$ cat src/rtl/alu_pkg.sv
// Shared definitions for the integer ALU execution unit: op encodings and
// default sizing of the datapath, rename tags and reorder buffer.
package alu_pkg;

   localparam int DEF_REG_SIZE = 32;
   localparam int DEF_NUM_TAGS = 64;
   localparam int DEF_ROB_SIZE = 64;

   // Op code is {funct7[5], funct3} of the RISC-V OP/OP-IMM encodings.
   typedef enum logic [3:0] {
      ALU_ADD  = 4'b0000,
      ALU_SLL  = 4'b0001,
      ALU_SLT  = 4'b0010,
      ALU_SLTU = 4'b0011,
      ALU_XOR  = 4'b0100,
      ALU_SRL  = 4'b0101,
      ALU_OR   = 4'b0110,
      ALU_AND  = 4'b0111,
      ALU_SUB  = 4'b1000,
      ALU_SRA  = 4'b1101
   } alu_op_e;

endpackage

$ cat src/rtl/alu_comb.sv
// Purely combinational integer ALU. Unknown op codes yield a zero result so
// the instruction still retires cleanly through the pipeline.
module alu_comb
   import alu_pkg::*;
#(
   parameter int REG_SIZE = DEF_REG_SIZE
) (
   input  logic [3:0]          op,
   input  logic [REG_SIZE-1:0] rs1,
   input  logic [REG_SIZE-1:0] rs2,
   output logic [REG_SIZE-1:0] result
);

   localparam int SHAMT_W = $clog2(REG_SIZE);

   logic [SHAMT_W-1:0]         shamt;
   logic signed [REG_SIZE-1:0] rs1_s;
   logic signed [REG_SIZE-1:0] rs2_s;
   logic signed [REG_SIZE-1:0] sra_s;

   // Only the low log2(REG_SIZE) bits of rs2 select the shift distance.
   assign shamt = rs2[SHAMT_W-1:0];
   assign rs1_s = rs1;
   assign rs2_s = rs2;
   assign sra_s = rs1_s >>> shamt;

   // Decode the op and select the matching arithmetic/logic result
   always_comb begin
      result = '0;
      case (op)
         ALU_ADD:  result = rs1 + rs2;
         ALU_SUB:  result = rs1 - rs2;
         ALU_SLL:  result = rs1 << shamt;
         ALU_SLT:  result = {{(REG_SIZE-1){1'b0}}, (rs1_s < rs2_s)};
         ALU_SLTU: result = {{(REG_SIZE-1){1'b0}}, (rs1 < rs2)};
         ALU_XOR:  result = rs1 ^ rs2;
         ALU_SRL:  result = rs1 >> shamt;
         ALU_SRA:  result = sra_s;
         ALU_OR:   result = rs1 | rs2;
         ALU_AND:  result = rs1 & rs2;
         default:  result = '0;
      endcase
   end

endmodule

$ cat src/rtl/alu_pipe.sv
// Pipelined ALU execution unit. The result is computed at issue and then
// carried with its rename tag and ROB index through PIPE_DEPTH elastic
// stages; empty stages collapse so bubbles never throttle throughput, and a
// stalled result bus back-pressures issue through ready_out.
module alu_pipe
   import alu_pkg::*;
#(
   parameter  int REG_SIZE      = DEF_REG_SIZE,
   parameter  int NUM_TAGS      = DEF_NUM_TAGS,
   parameter  int ROB_SIZE      = DEF_ROB_SIZE,
   parameter  int PIPE_DEPTH    = 2,
   localparam int NUM_TAGS_LOG2 = $clog2(NUM_TAGS),
   localparam int ROB_SIZE_LOG2 = $clog2(ROB_SIZE)
) (
   input  logic                     clk,
   input  logic                     rst,
   input  logic [3:0]               op,
   input  logic [REG_SIZE-1:0]      rs1,
   input  logic [REG_SIZE-1:0]      rs2,
   input  logic [NUM_TAGS_LOG2-1:0] tag_in,
   input  logic [ROB_SIZE_LOG2-1:0] rob_index_in,
   input  logic                     valid_in,
   output logic                     ready_out,
   input  logic                     flush,
   output logic [REG_SIZE-1:0]      rd,
   output logic [NUM_TAGS_LOG2-1:0] tag_out,
   output logic [ROB_SIZE_LOG2-1:0] rob_index_out,
   output logic                     valid_out,
   input  logic                     ready_in
);

   logic [REG_SIZE-1:0]      result;
   logic                     accept;
   logic [PIPE_DEPTH-1:0]    vld_p;
   logic [PIPE_DEPTH-1:0]    adv;
   logic [REG_SIZE-1:0]      res_p [PIPE_DEPTH];
   logic [NUM_TAGS_LOG2-1:0] tag_p [PIPE_DEPTH];
   logic [ROB_SIZE_LOG2-1:0] rob_p [PIPE_DEPTH];

   alu_comb #(
      .REG_SIZE (REG_SIZE)
   ) u_alu_comb (
      .op     (op),
      .rs1    (rs1),
      .rs2    (rs2),
      .result (result)
   );

   // A stage may move forward when it is empty or its successor is moving;
   // evaluated from the output end back so the chain has a single driver.
   always_comb begin
      adv = '0;
      adv[PIPE_DEPTH-1] = !vld_p[PIPE_DEPTH-1] || ready_in;
      for (int k = PIPE_DEPTH - 2; k >= 0; k--) begin
         adv[k] = !vld_p[k] || adv[k+1];
      end
   end

   // ready_out deliberately ignores valid_in and flush so issue logic never
   // sees a combinational loop through this unit.
   assign ready_out = adv[0];
   assign accept    = valid_in && ready_out && !flush;

   for (genvar k = 0; k < PIPE_DEPTH; k++) begin : g_stage
      if (k == 0) begin : g_head
         // Stage 0: capture the freshly computed result on an accepted issue
         always_ff @(posedge clk) begin
            if (rst) begin
               vld_p[0] <= 1'b0;
               res_p[0] <= '0;
               tag_p[0] <= '0;
               rob_p[0] <= '0;
            end else if (flush) begin
               vld_p[0] <= 1'b0;
            end else if (adv[0]) begin
               vld_p[0] <= accept;
               if (accept) begin
                  res_p[0] <= result;
                  tag_p[0] <= tag_in;
                  rob_p[0] <= rob_index_in;
               end
            end
         end
      end else begin : g_body
         // Stage k: take over the predecessor's entry whenever this stage moves
         always_ff @(posedge clk) begin
            if (rst) begin
               vld_p[k] <= 1'b0;
               res_p[k] <= '0;
               tag_p[k] <= '0;
               rob_p[k] <= '0;
            end else if (flush) begin
               vld_p[k] <= 1'b0;
            end else if (adv[k]) begin
               vld_p[k] <= vld_p[k-1];
               if (vld_p[k-1]) begin
                  res_p[k] <= res_p[k-1];
                  tag_p[k] <= tag_p[k-1];
                  rob_p[k] <= rob_p[k-1];
               end
            end
         end
      end
   end

   assign valid_out     = vld_p[PIPE_DEPTH-1];
   assign rd            = res_p[PIPE_DEPTH-1];
   assign tag_out       = tag_p[PIPE_DEPTH-1];
   assign rob_index_out = rob_p[PIPE_DEPTH-1];

endmodule

$ cat config.mk
export PLATFORM = sky130hd
export DESIGN_NAME = alu_pipe
export DESIGN_NICKNAME = d
export VERILOG_FILES = /design/src/rtl/alu_pkg.sv /design/src/rtl/alu_comb.sv /design/src/rtl/alu_pipe.sv
export SDC_FILE = /design/constraint.sdc
export NUM_CORES = 1
export LEC_CHECK = 0
export CORE_ASPECT_RATIO = 2
export CORE_UTILIZATION = 40
export DETAILED_ROUTE_END_ITERATION = 10
export DONT_BUFFER_PORTS = 1
export GPL_ROUTABILITY_DRIVEN = 0
export PLACE_DENSITY_LB_ADDON = 0.15
export SYNTH_ARGS = -nofsm -noshare
export SYNTH_HDL_FRONTEND = slang
export SYNTH_SLANG_ARGS = --single-unit
$ cat constraint.sdc
create_clock -name clk -period 4.7 [get_ports clk]
set_input_delay 0.94 -clock clk [delete_from_list [all_inputs] [get_ports clk]]
set_output_delay 0.94 -clock clk [all_outputs]
set_load 0.02 [all_outputs]
==> results_dict.tcl, run 1 <==
set metrics [dict create \
    status "completed" \
    grt_usage_pct 33.4 \
    synth-async-reset-ratio_pct 0 \
    core-area_sq_um 29500 \
    p_seq_share_pct 35.5 \
    area_growth_pct 3.66 \
    clkPwrFrac_pct 25.1 \
    wl_mm 52.0 \
    numCtsBuffers 9 \
    ys_types 86 \
    criticalPathCategory "in2reg" \
    cts_root_buf "clkbuf_16" \
    synth.most_common_cell "nor2_1" \
    fin_nets 1591 \
    die-width_um 124 \
    num-fill-cells 2950 \
    vias 11800 \
    period_needed_ns 3.89 \
    clock_latency_ns 0.34 \
    io_pins 131 \
    finalSetupTns_ns 0 \
    switching_power_mw 1.01 \
    cts_resized 0 \
    cts_tree "yes" \
    seq_area_frac_synth_pct 22.4 \
    yosys-top-cells-count "nor2_1, a21oi_1, nand2_1" \
    cts_num_sinks 90 \
    drt_drc_violations_left 0 \
    avgSynthCellArea_sq_um 8.04 \
    diodes 0 \
    start_util_pct 40.6 \
    netlist_instances 1490 \
    p_leak_nw 4.84 \
    timing.fmax_mhz 257 \
    swShare_pct 36.7 \
    vias_per_cell 6.66 \
    finalClockSkew_ns 0.0114 \
    grt_pass1_wl_mm 75.2 \
    port_buffers 0 \
    detailedPlacementHpwl_mm 39.3 \
    synth_edf_count 88 \
    combPwrFrac_pct 39.4 \
    end_kind "register" \
    yosys.area.top_type "edfxtp_1" \
    die-area_sq_um 30700 \
    worst_slew_pin_slew_ns 1.31 \
    grt_antenna_before_repair 1 \
    ys_warn_count 0 \
    fp.dieH_um 247 \
    synthTopCellsByArea "edfxtp_1, ha_1, mux4_2, a21oi_1, nor2_1" \
    hold_viol 0 \
    powerDensity_nw_per_um2 220 \
    internal_power_mw 1.73 \
    routedWlPerCell_um 29.3 \
    first_pass_iters 6 \
    final_util_pct 42.1 \
    critPathRequiredTime_ns 4.78 \
    grt_pass1_vias 11300 \
    drive_gt1_share_pct 7.65 \
    synth_ff_type "edfxtp_1" \
    drt_iter0_drc 1146 \
    cts_buffer_depth 2 \
    rows 89 \
    synth_seq_cells 90 \
    rsz0062_at_grt "no" \
    maxCapViolCount 0 \
    htreeDepth 3 \
    globalRouteOverflowTotal 0 \
    ctsHoldBuffers 0 \
    drtAntennaViolNets 0 \
    syn_area_sq_um 12000 \
    finalMaxSlewViolations 0 \
    vdd_drop_max_v 0.000203 \
    worstSetupStartpointType "input port" \
    post-route-period-util_pct 82.8 \
    finalSetupViolCount 0 \
    syn_nets 1674 \
    synth_top_area_share_pct 22.0 \
    finalPower_mw 2.74 \
    cts.clk_slew.worst_paths_ns 0.06 \
    crit_arrival_ns 3.97 \
    max_slew_margin_pct 11.8 \
    path_max_fanout 84 \
    grt_max_degree 85 \
    hp-class "reg2reg" \
    cts_setup_buffers 0 \
]
==> per-stage QoR <==
stage | instances | instance area [sq um] | hold slack [ns] | setup slack [ns]
2_1_floorplan | 1490 | 12000 | 0.493 | 0.374
3_3_place_gp | 1760 | 12100 | 0.499 | 0.569
3_5_place_dp | 1760 | 12100 | 0.503 | 0.569
4_1_cts | 1775 | 12400 | 0.517 | 0.933
5_1_grt | 1775 | 12400 | 0.530 | 0.693
6_report | 1775 | 12400 | 0.516 | 0.809
==> flip-flops by register name (all words and copies together), names as in the netlist <==
register / cells
res_p: 64
rob_p: 12
tag_p: 12
valid_out: 1
vld_p: 1
==> cell usage in the layout, fill, tap and decap left out, drive strengths merged, types with 13 or more instances in the layout <==
cell type | netlist | routed
buf | 45 | 19
nor2 | 179 | 179
a211oi | 49 | 49
o211ai | 19 | 19
ha | 97 | 97
a221oi | 13 | 13
a21oi | 137 | 137
inv | 98 | 98
o21bai | 19 | 19
and2 | 60 | 60
xnor2 | 30 | 30
mux4 | 36 | 36
or3 | 14 | 14
o31ai | 14 | 14
mux2i | 59 | 59
a21o | 16 | 16
nor3 | 34 | 34
nand2 | 98 | 98
a31oi | 25 | 25
nand3 | 22 | 22
edfxtp | 88 | 88
o21ai | 104 | 104
==> cell families after synthesis <==
| family | synth area share [%] |
|---|---|
| AOI/OAI and AO/OA | 27.0 |
| DFF | 22.4 |
| buffers and inverters | 7.18 |
| and+or+nand+nor | 18.0 |
| adders and majority gates | 10.5 |
| xor gates and xnor gates | 2.34 |
| muxes | 12.6 |
==> worst max-delay path: stages <==
cell,delay (ns)
inv_2,0.19
ha_1,0.31
or2_1,0.25
a221oi_1,0.46
o221a_2,0.36
o221ai_4,0.18
a31oi_2,0.35
a21oi_2,0.12
nor2_1,0.46
o211a_1,0.24
a31oi_1,0.08
==> routing by layer <==
metal / part of all wire [%] / up-vias / track usage, %
met1: 32 / 5548 / 33.6
met3: 7.9 / 239 / 5.99
li1: - / 5305 / -
met4: 11 / 0 / 32.3
met2: 48 / 729 / 57.7
met5: 0 / - / 0
==> power groups by stage <==
stage | Clock [mW] | Sequential [mW] | Combinational, mW
3_5_place_dp | 0 | 0.991 | 1.02
2_1_floorplan | 0 | 0.989 | 0.795
3_3_place_gp | 0 | 0.990 | 1.02
5_1_grt | 0.731 | 0.977 | 1.14
6_report | 0.689 | 0.972 | 1.08
4_1_cts | 0.704 | 0.973 | 1.03
==> path summary, 6_finish.rpt <==
path | start | slack (ns) | depth (start not counted) | end
worst max-delay path | rs2[1] | 0.81 | 11 | res_p[0][29]
worst min-delay path | rob_p[0][0] | 0.52 | 1 | rob_p[1][0]
worst max register to register | valid_out | 1.91 | 9 | res_p[0][24]
worst min register to register | rob_p[0][0] | 0.52 | 1 | rob_p[1][0]
==> final cells by class <==
class	count	area (sq um)	area share [%]
well taps	364	455	3.67
repair buffers	19	155	1.25
multi-input cells	1188	8480	68.2
inverters	99	372	2.99
clock buffers	9	225	1.81
flip-flops and latches	90	2680	21.6
clock inverters	6	58.8	0.473
No activity file was read; power rests on OpenSTA's default activity.
==> run 2, diff against run 1 <==
==> constraint.sdc (replaced) <==
create_clock -name clk -period 3.9 [get_ports clk]
set_input_delay 0.78 -clock clk [delete_from_list [all_inputs] [get_ports clk]]
set_output_delay 0.78 -clock clk [all_outputs]
set_load 0.02 [all_outputs]
==> run 2 against run 1 <==
Cell area is 2.5% higher. Clock-buffer cell count stayed put. Utilization is 1.1 points higher. Hold slack worse by 0.0090 ns. Largest power group unchanged.
==> results_dict.tcl, run 2 (synthesis results as in run 1) <==
set metrics [dict create \
    timing.fmax_mhz 277 \
    drt_drc_violations_left 0 \
    combPwrFrac_pct 39.2 \
    detailedPlacementHpwl_mm 39.2 \
    cts.clk_slew.worst_paths_ns 0.06 \
    grt_max_degree 85 \
    worst_slack_ns 0.293 \
    routedWlPerCell_um 27.8 \
    p_seq_share_pct 34.8 \
    slowest_stage "a221oi_1" \
    r2r-start "valid_out" \
    htreeDepth 3 \
    place_area_sq_um 12400 \
    finalMaxSlewViolations 0 \
    powerDensity_nw_per_um2 264 \
    max_slew_margin_pct 32.1 \
    p_leak_nw 5.04 \
    finalClockSkew_ns 0.0119 \
    cts_num_sinks 90 \
    cts_tree "yes" \
    vias 12000 \
    slowest_delay_ns 0.48 \
    grtUsageMet3_pct 5.71 \
    grt_antenna_before_repair 1 \
    fp.dieH_um 247 \
    core-area_sq_um 29500 \
    cts_resized 0 \
    reg2reg_to "res_p[0][22]" \
    wl_mm 50.6 \
    finalPower_mw 3.37 \
    vdd_drop_max_v 0.000224 \
    crit_arrival_ns 3.69 \
    post-route-period-util_pct 92.5 \
    status "completed" \
    fin_nets 1632 \
    start_util_pct 40.6 \
    final_cell_mix "nor2_1, a21oi_1, nand2_1" \
    diodes 0 \
    area_growth_pct 6.25 \
    swShare_pct 36.6 \
    reg.largest.list "res_p (64), rob_p (12), tag_p (12)" \
    vias_per_cell 6.59 \
    instances_no_fill 1817 \
    first_pass_iters 7 \
    maxCapViolCount 0 \
    cts_setup_buffers 0 \
    met2_usage_pct 55.8 \
    internal_power_mw 2.14 \
    dp_worst_setup_slack_ns 0.108 \
    hp-class "in2reg" \
    busiest_layer "met2" \
    crit_end "res_p[0][29]" \
    numCtsBuffers 9 \
    finalSetupTns_ns 0 \
    hold_viol 0 \
    worst_slew_pin_slew_ns 1.01 \
    use_met1_pct 32.8 \
    cts_buffer_depth 2 \
    switching_power_mw 1.23 \
    globalRouteOverflowTotal 0 \
    largest_reg_flops 64 \
    io_pins 131 \
    end_kind "register" \
    drtAntennaViolNets 0 \
    cts_root_buf "clkbuf_16" \
    drt_iter0_drc 1220 \
    criticalPathCategory "in2reg" \
    reg2reg_slack_ns 1.30 \
    num-fill-cells 2947 \
    clock_latency_ns 0.35 \
    period_needed_ns 3.61 \
    path_max_fanout 8 \
    die-area_sq_um 30700 \
    final_common_cell "nor2_1" \
    place_inst 1801 \
    hold_path_depth 1 \
    port_buffers 0 \
    clkPwrFrac_pct 26.0 \
    worstSetupStartpointType "input port" \
    final_area_sq_um 12700 \
    crit_start "rs1[1]" \
    grt_pass1_vias 11700 \
    finalSetupViolCount 0 \
    die-width_um 124 \
    rows 89 \
    regMostFlops "res_p" \
    grt_pass1_wl_mm 74.9 \
    drive_gt1_share_pct 10.5 \
    worstPathCellList "inv_1 -> ha_1 -> or2_1 -> a221oi_1 -> o221a_2 -> o221ai_4 -> a31oi_2 -> a21oi_2 -> nor2_1 -> o211a_1 -> a31oi_1" \
    ctsHoldBuffers 0 \
    rsz0062_at_grt "no" \
    critPathRequiredTime_ns 3.99 \
    grt_usage_pct 32.7 \
    reg2reg_depth 7 \
]
-- run 2: cell types whose count changed in the layout (fill, tap and decap cells not counted), moves of 2 or more --
cell        previous run  this run
clkinv_1               4         1
buf_4                 18        60
clkinvlp_4             0         2
clkinv_2               0         2
clkinv_4               2         0
-- run 2: through the flow --
stage	utilization (%)	hold slack, ns
5_1_grt	43.2	0.504
2_1_floorplan	-	0.493
4_1_cts	43.2	0.493
3_3_place_gp	42.1	0.500
6_report	43.2	0.507
3_5_place_dp	42.1	0.502
-- run 2: area by class of cell --
cell class,count,area [sq um],share of cell area [%]
multi-input cells,1188,8470,66.5
flip-flops and latches,90,2680,21.1
well taps,364,455,3.58
repair buffers,60,450,3.54
inverters,99,372,2.92
clock buffers,9,225,1.77
clock inverters,7,75.1,0.590
-- run 2: how the worst min path moves through the flow --
stage / startpoint / slack, ns / end
2_1_floorplan: vld_p[0] / 0.49 / valid_out
3_3_place_gp: rob_p[0][5] / 0.50 / rob_p[1][5]
3_5_place_dp: res_p[0][3] / 0.50 / res_p[1][3]
4_1_cts: rst / 0.49 / valid_out
5_1_grt: rst / 0.50 / vld_p[0]
6_report: rst / 0.51 / vld_p[0]
-- run 2: power groups by stage --
| stage | clock [mW] | combinational [mW] | sequential (mW) |
|---|---|---|---|
| detailed placement | 0 | 1.28 | 1.19 |
| global placement | 0 | 1.28 | 1.19 |
| global route | 0.933 | 1.41 | 1.18 |
| CTS | 0.893 | 1.28 | 1.17 |
| floorplan | 0 | 0.959 | 1.19 |
| finish | 0.875 | 1.32 | 1.17 |
-- run 2: layer usage --
metal / part of all wire (%) / wire (um)
met5: 0 / 0
met1: 32 / 16200
met3: 8.0 / 4030
met2: 48 / 24100
met4: 12 / 6260
-- run 2: critical path, delay by kind of cell --
family	cells	cell delay (ns)
and+or+nand+nor	2	0.74
AOI/OAI and AO/OA	7	1.72
adders and majority gates	1	0.28
buffers and inverters	1	0.14
==> run 3, diff against run 2 <==
--- a/config.mk
+++ b/config.mk
@@ -13,4 +13,5 @@
 export PLACE_DENSITY_LB_ADDON = 0.15
 export SYNTH_ARGS = -nofsm -noshare
 export SYNTH_HDL_FRONTEND = slang
+export SYNTH_HIERARCHICAL = 1
 export SYNTH_SLANG_ARGS = --single-unit
==> run 3 against run 2 <==
Cell count grew 11%. First-iteration DRC count grew 3.4%. Combinational power grew 15%. Area after synthesis grew 9.4%. Routed wire length grew 12%. Clock-buffer cell count grew 1. Flip-flop and latch count is the same. Power grew 6.3%. Synthesized cell count grew 7.5%. Die area grew 9.3%. Critical endpoint is now res_p[0][24]. Largest cell class unchanged.
==> results_dict.tcl, run 3 <==
set metrics [dict create \
    detailedPlacementHpwl_mm 43.8 \
    yosys-top-cells-count "nand2_1, nor2_1, a21oi_1" \
    finalSetupViolCount 0 \
    numCtsBuffers 9 \
    grt_pass1_wl_mm 81.7 \
    area_growth_pct 6.69 \
    first_pass_iters 6 \
    worstSetupStartpointType "input port" \
    rows 93 \
    period_needed_ns 3.75 \
    worst_slew_pin_slew_ns 0.949 \
    post-route-period-util_pct 96.1 \
    max_slew_margin_pct 36.1 \
    hp-class "reg2reg" \
    synthTopCellsByArea "edfxtp_1, ha_1, a21oi_1, mux2i_1, nor4b_2" \
    cts.clk_slew.worst_paths_ns 0.07 \
    min_from "vld_p[0]" \
    grt_pass1_vias 12600 \
    die-width_um 130 \
    yosys.area.top_type "edfxtp_1" \
    vdd_drop_max_v 0.000347 \
    synth-async-reset-ratio_pct 0 \
    p_leak_nw 5.49 \
    cts_resized 0 \
    ctsHoldBuffers 0 \
    port_buffers 0 \
    maxCapViolCount 0 \
    die-area_sq_um 33600 \
    drt_iter0_drc 1261 \
    synth_edf_count 88 \
    netlist_instances 1602 \
    place_inst 1998 \
    finalClockSkew_ns 0.00826 \
    htreeDepth 3 \
    synth_seq_cells 90 \
    post_synth_and_or_nand_nor_area_fraction_pct 22.3 \
    vias 13100 \
    fin_hold_ws_ns 0.574 \
    vias_per_cell 6.51 \
    cts_buffer_depth 2 \
    final_cell_mix "nand2_1, nor2_1, a21oi_1" \
    crit_arrival_ns 3.93 \
    largest_reg_flops 64 \
    synth_xor_area_share_pct 1.07 \
    start_util_pct 40.7 \
    synth_top_family_by_area "compound AO/OA/AOI/OAI gates" \
    timing.fmax_mhz 267 \
    instances_no_fill 2014 \
    yosys-mux-area-fraction_pct 12.1 \
    globalRouteOverflowTotal 0 \
    diodes 0 \
    slowest_delay_ns 0.41 \
    fp.dieH_um 258 \
    syn_nets 1786 \
    status "completed" \
    synth_top_area_share_pct 20.2 \
    grt_max_degree 86 \
    powerDensity_nw_per_um2 256 \
    crit_start "rs2[0]" \
    wl_mm 56.7 \
    io_pins 131 \
    regMostFlops "res_p" \
    cts_num_sinks 90 \
    core-area_sq_um 32200 \
    rsz0062_at_grt "no" \
    fin_nets 1766 \
    path_max_fanout 52 \
    cts_tree "yes" \
    cts_setup_buffers 0 \
    criticalPathCategory "in2reg" \
    worstPathCellList "ha_1 -> inv_1 -> fa_1 -> nand2b_1 -> a21oi_1 -> buf_4 -> o21ai_0 -> a21oi_1 -> nor2_1 -> o221ai_1 -> o2bb2ai_1 -> xnor2_1 -> o21ai_1 -> buf_4 -> nand2_1 -> nor3_1" \
    hold_viol 0 \
    reg2reg_slack_ns 1.75 \
    drive_gt1_share_pct 15.4 \
    grt_usage_pct 33.7 \
    r2r-start "valid_out" \
    synth_compound_area_share_pct 25.4 \
    synth_ff_type "edfxtp_1" \
    reg.largest.list "res_p (64), rob_p (12), tag_p (12)" \
    synth.most_common_cell "nand2_1" \
    end_kind "register" \
    ys_types 96 \
    grt_antenna_before_repair 1 \
    clock_latency_ns 0.36 \
    final_common_cell "nand2_1" \
    cts_root_buf "clkbuf_16" \
    synthAdderAreaFrac_pct 9.56 \
    drtAntennaViolNets 0 \
    critPathRequiredTime_ns 4.09 \
    avgSynthCellArea_sq_um 8.19 \
    finalMaxSlewViolations 0 \
    slowest_stage "fa_1" \
    syn_area_sq_um 13100 \
    seq_area_frac_synth_pct 20.5 \
    routedWlPerCell_um 28.1 \
    ys_warn_count 6 \
    drt_drc_violations_left 0 \
]
==> run 3: cell count changes after synthesis, sizes merged, moves of 15 or more <==
cell,before,now
buf,45,84
mux2,10,27
nand2,98,164
xnor2,30,15
and2,60,8
nor4b,0,48
nor3,34,72
a31oi,25,10
clkbuf,68,47
nor2,179,148
==> run 3: layout make-up <==
| cell class | count | area, sq um |
|---|---|---|
| Clock buffer | 10 | 229 |
| Clock inverter | 6 | 72.6 |
| Fill cell | 3336 | 18200 |
| Inverter | 109 | 409 |
| Multi-Input combinational cell | 1272 | 9270 |
| Sequential cell | 90 | 2680 |
| Tap cell | 427 | 534 |
| Timing Repair Buffer | 100 | 788 |
==> run 3: worst max-delay path: cells and delay by family <==
kind | cells | cell delay (ns)
adder cells (fa/ha/maj) | 2 | 0.62
AO/OA/AOI/OAI | 6 | 1.47
buffers and inverters | 3 | 0.41
AND/OR/NAND/NOR | 4 | 0.48
XOR/XNOR | 1 | 0.14
==> run 3: kinds of logic (layout without fill, tap and decap cells) <==
logic type                 Yosys count  after routing
and+or+nand+nor                    536            536
adders and majority gates           99             99
buffers and inverters              240            225
muxes                              121            121
DFF                                 90             90
AOI/OAI and AO/OA                  500            500
xor gates and xnor gates            16             16
==> run 3: power by group <==
group | internal (mW) | switching [mW] | total [mW]
Sequential | 1.13 | 0.0454 | 1.17
Clock | 0.505 | 0.381 | 0.886
Combinational | 0.585 | 0.935 | 1.52
==> run 3: final timing paths <==
path,cells past startpoint,end
worst max-delay path,16,res_p[0][24]
worst min-delay path,1,valid_out
worst max register to register,3,rob_p[0][0]
worst min register to register,1,valid_out
==> run 3: layer usage <==
metal  vias up  track usage [%]  wire length, um
met3       247             6.44             3950
met1      6239             31.7            18000
met5         -                0                9
met4         2             32.6             6330
li1       5934                -                -
met2       691             59.2            28300
==> run 3: metrics by stage <==
| stage | worst slack (ns) | TNS (ns) | area (sq um) | util, % | power, mW |
|---|---|---|---|---|---|
| 6_report | 0.154 | 0 | 14000 | 43.4 | 3.58 |
| 5_1_grt | 0.0559 | 0 | 14000 | 43.4 | 3.72 |
| 4_1_cts | 0.217 | 0 | 14000 | 43.4 | 3.55 |
| 3_5_place_dp | -0.126 | -0.211 | 13700 | 42.5 | 2.66 |
| 3_3_place_gp | -0.0901 | -0.124 | 13700 | 42.5 | 2.66 |
| 2_1_floorplan | 0.0126 | 0 | 13100 | - | 2.25 |
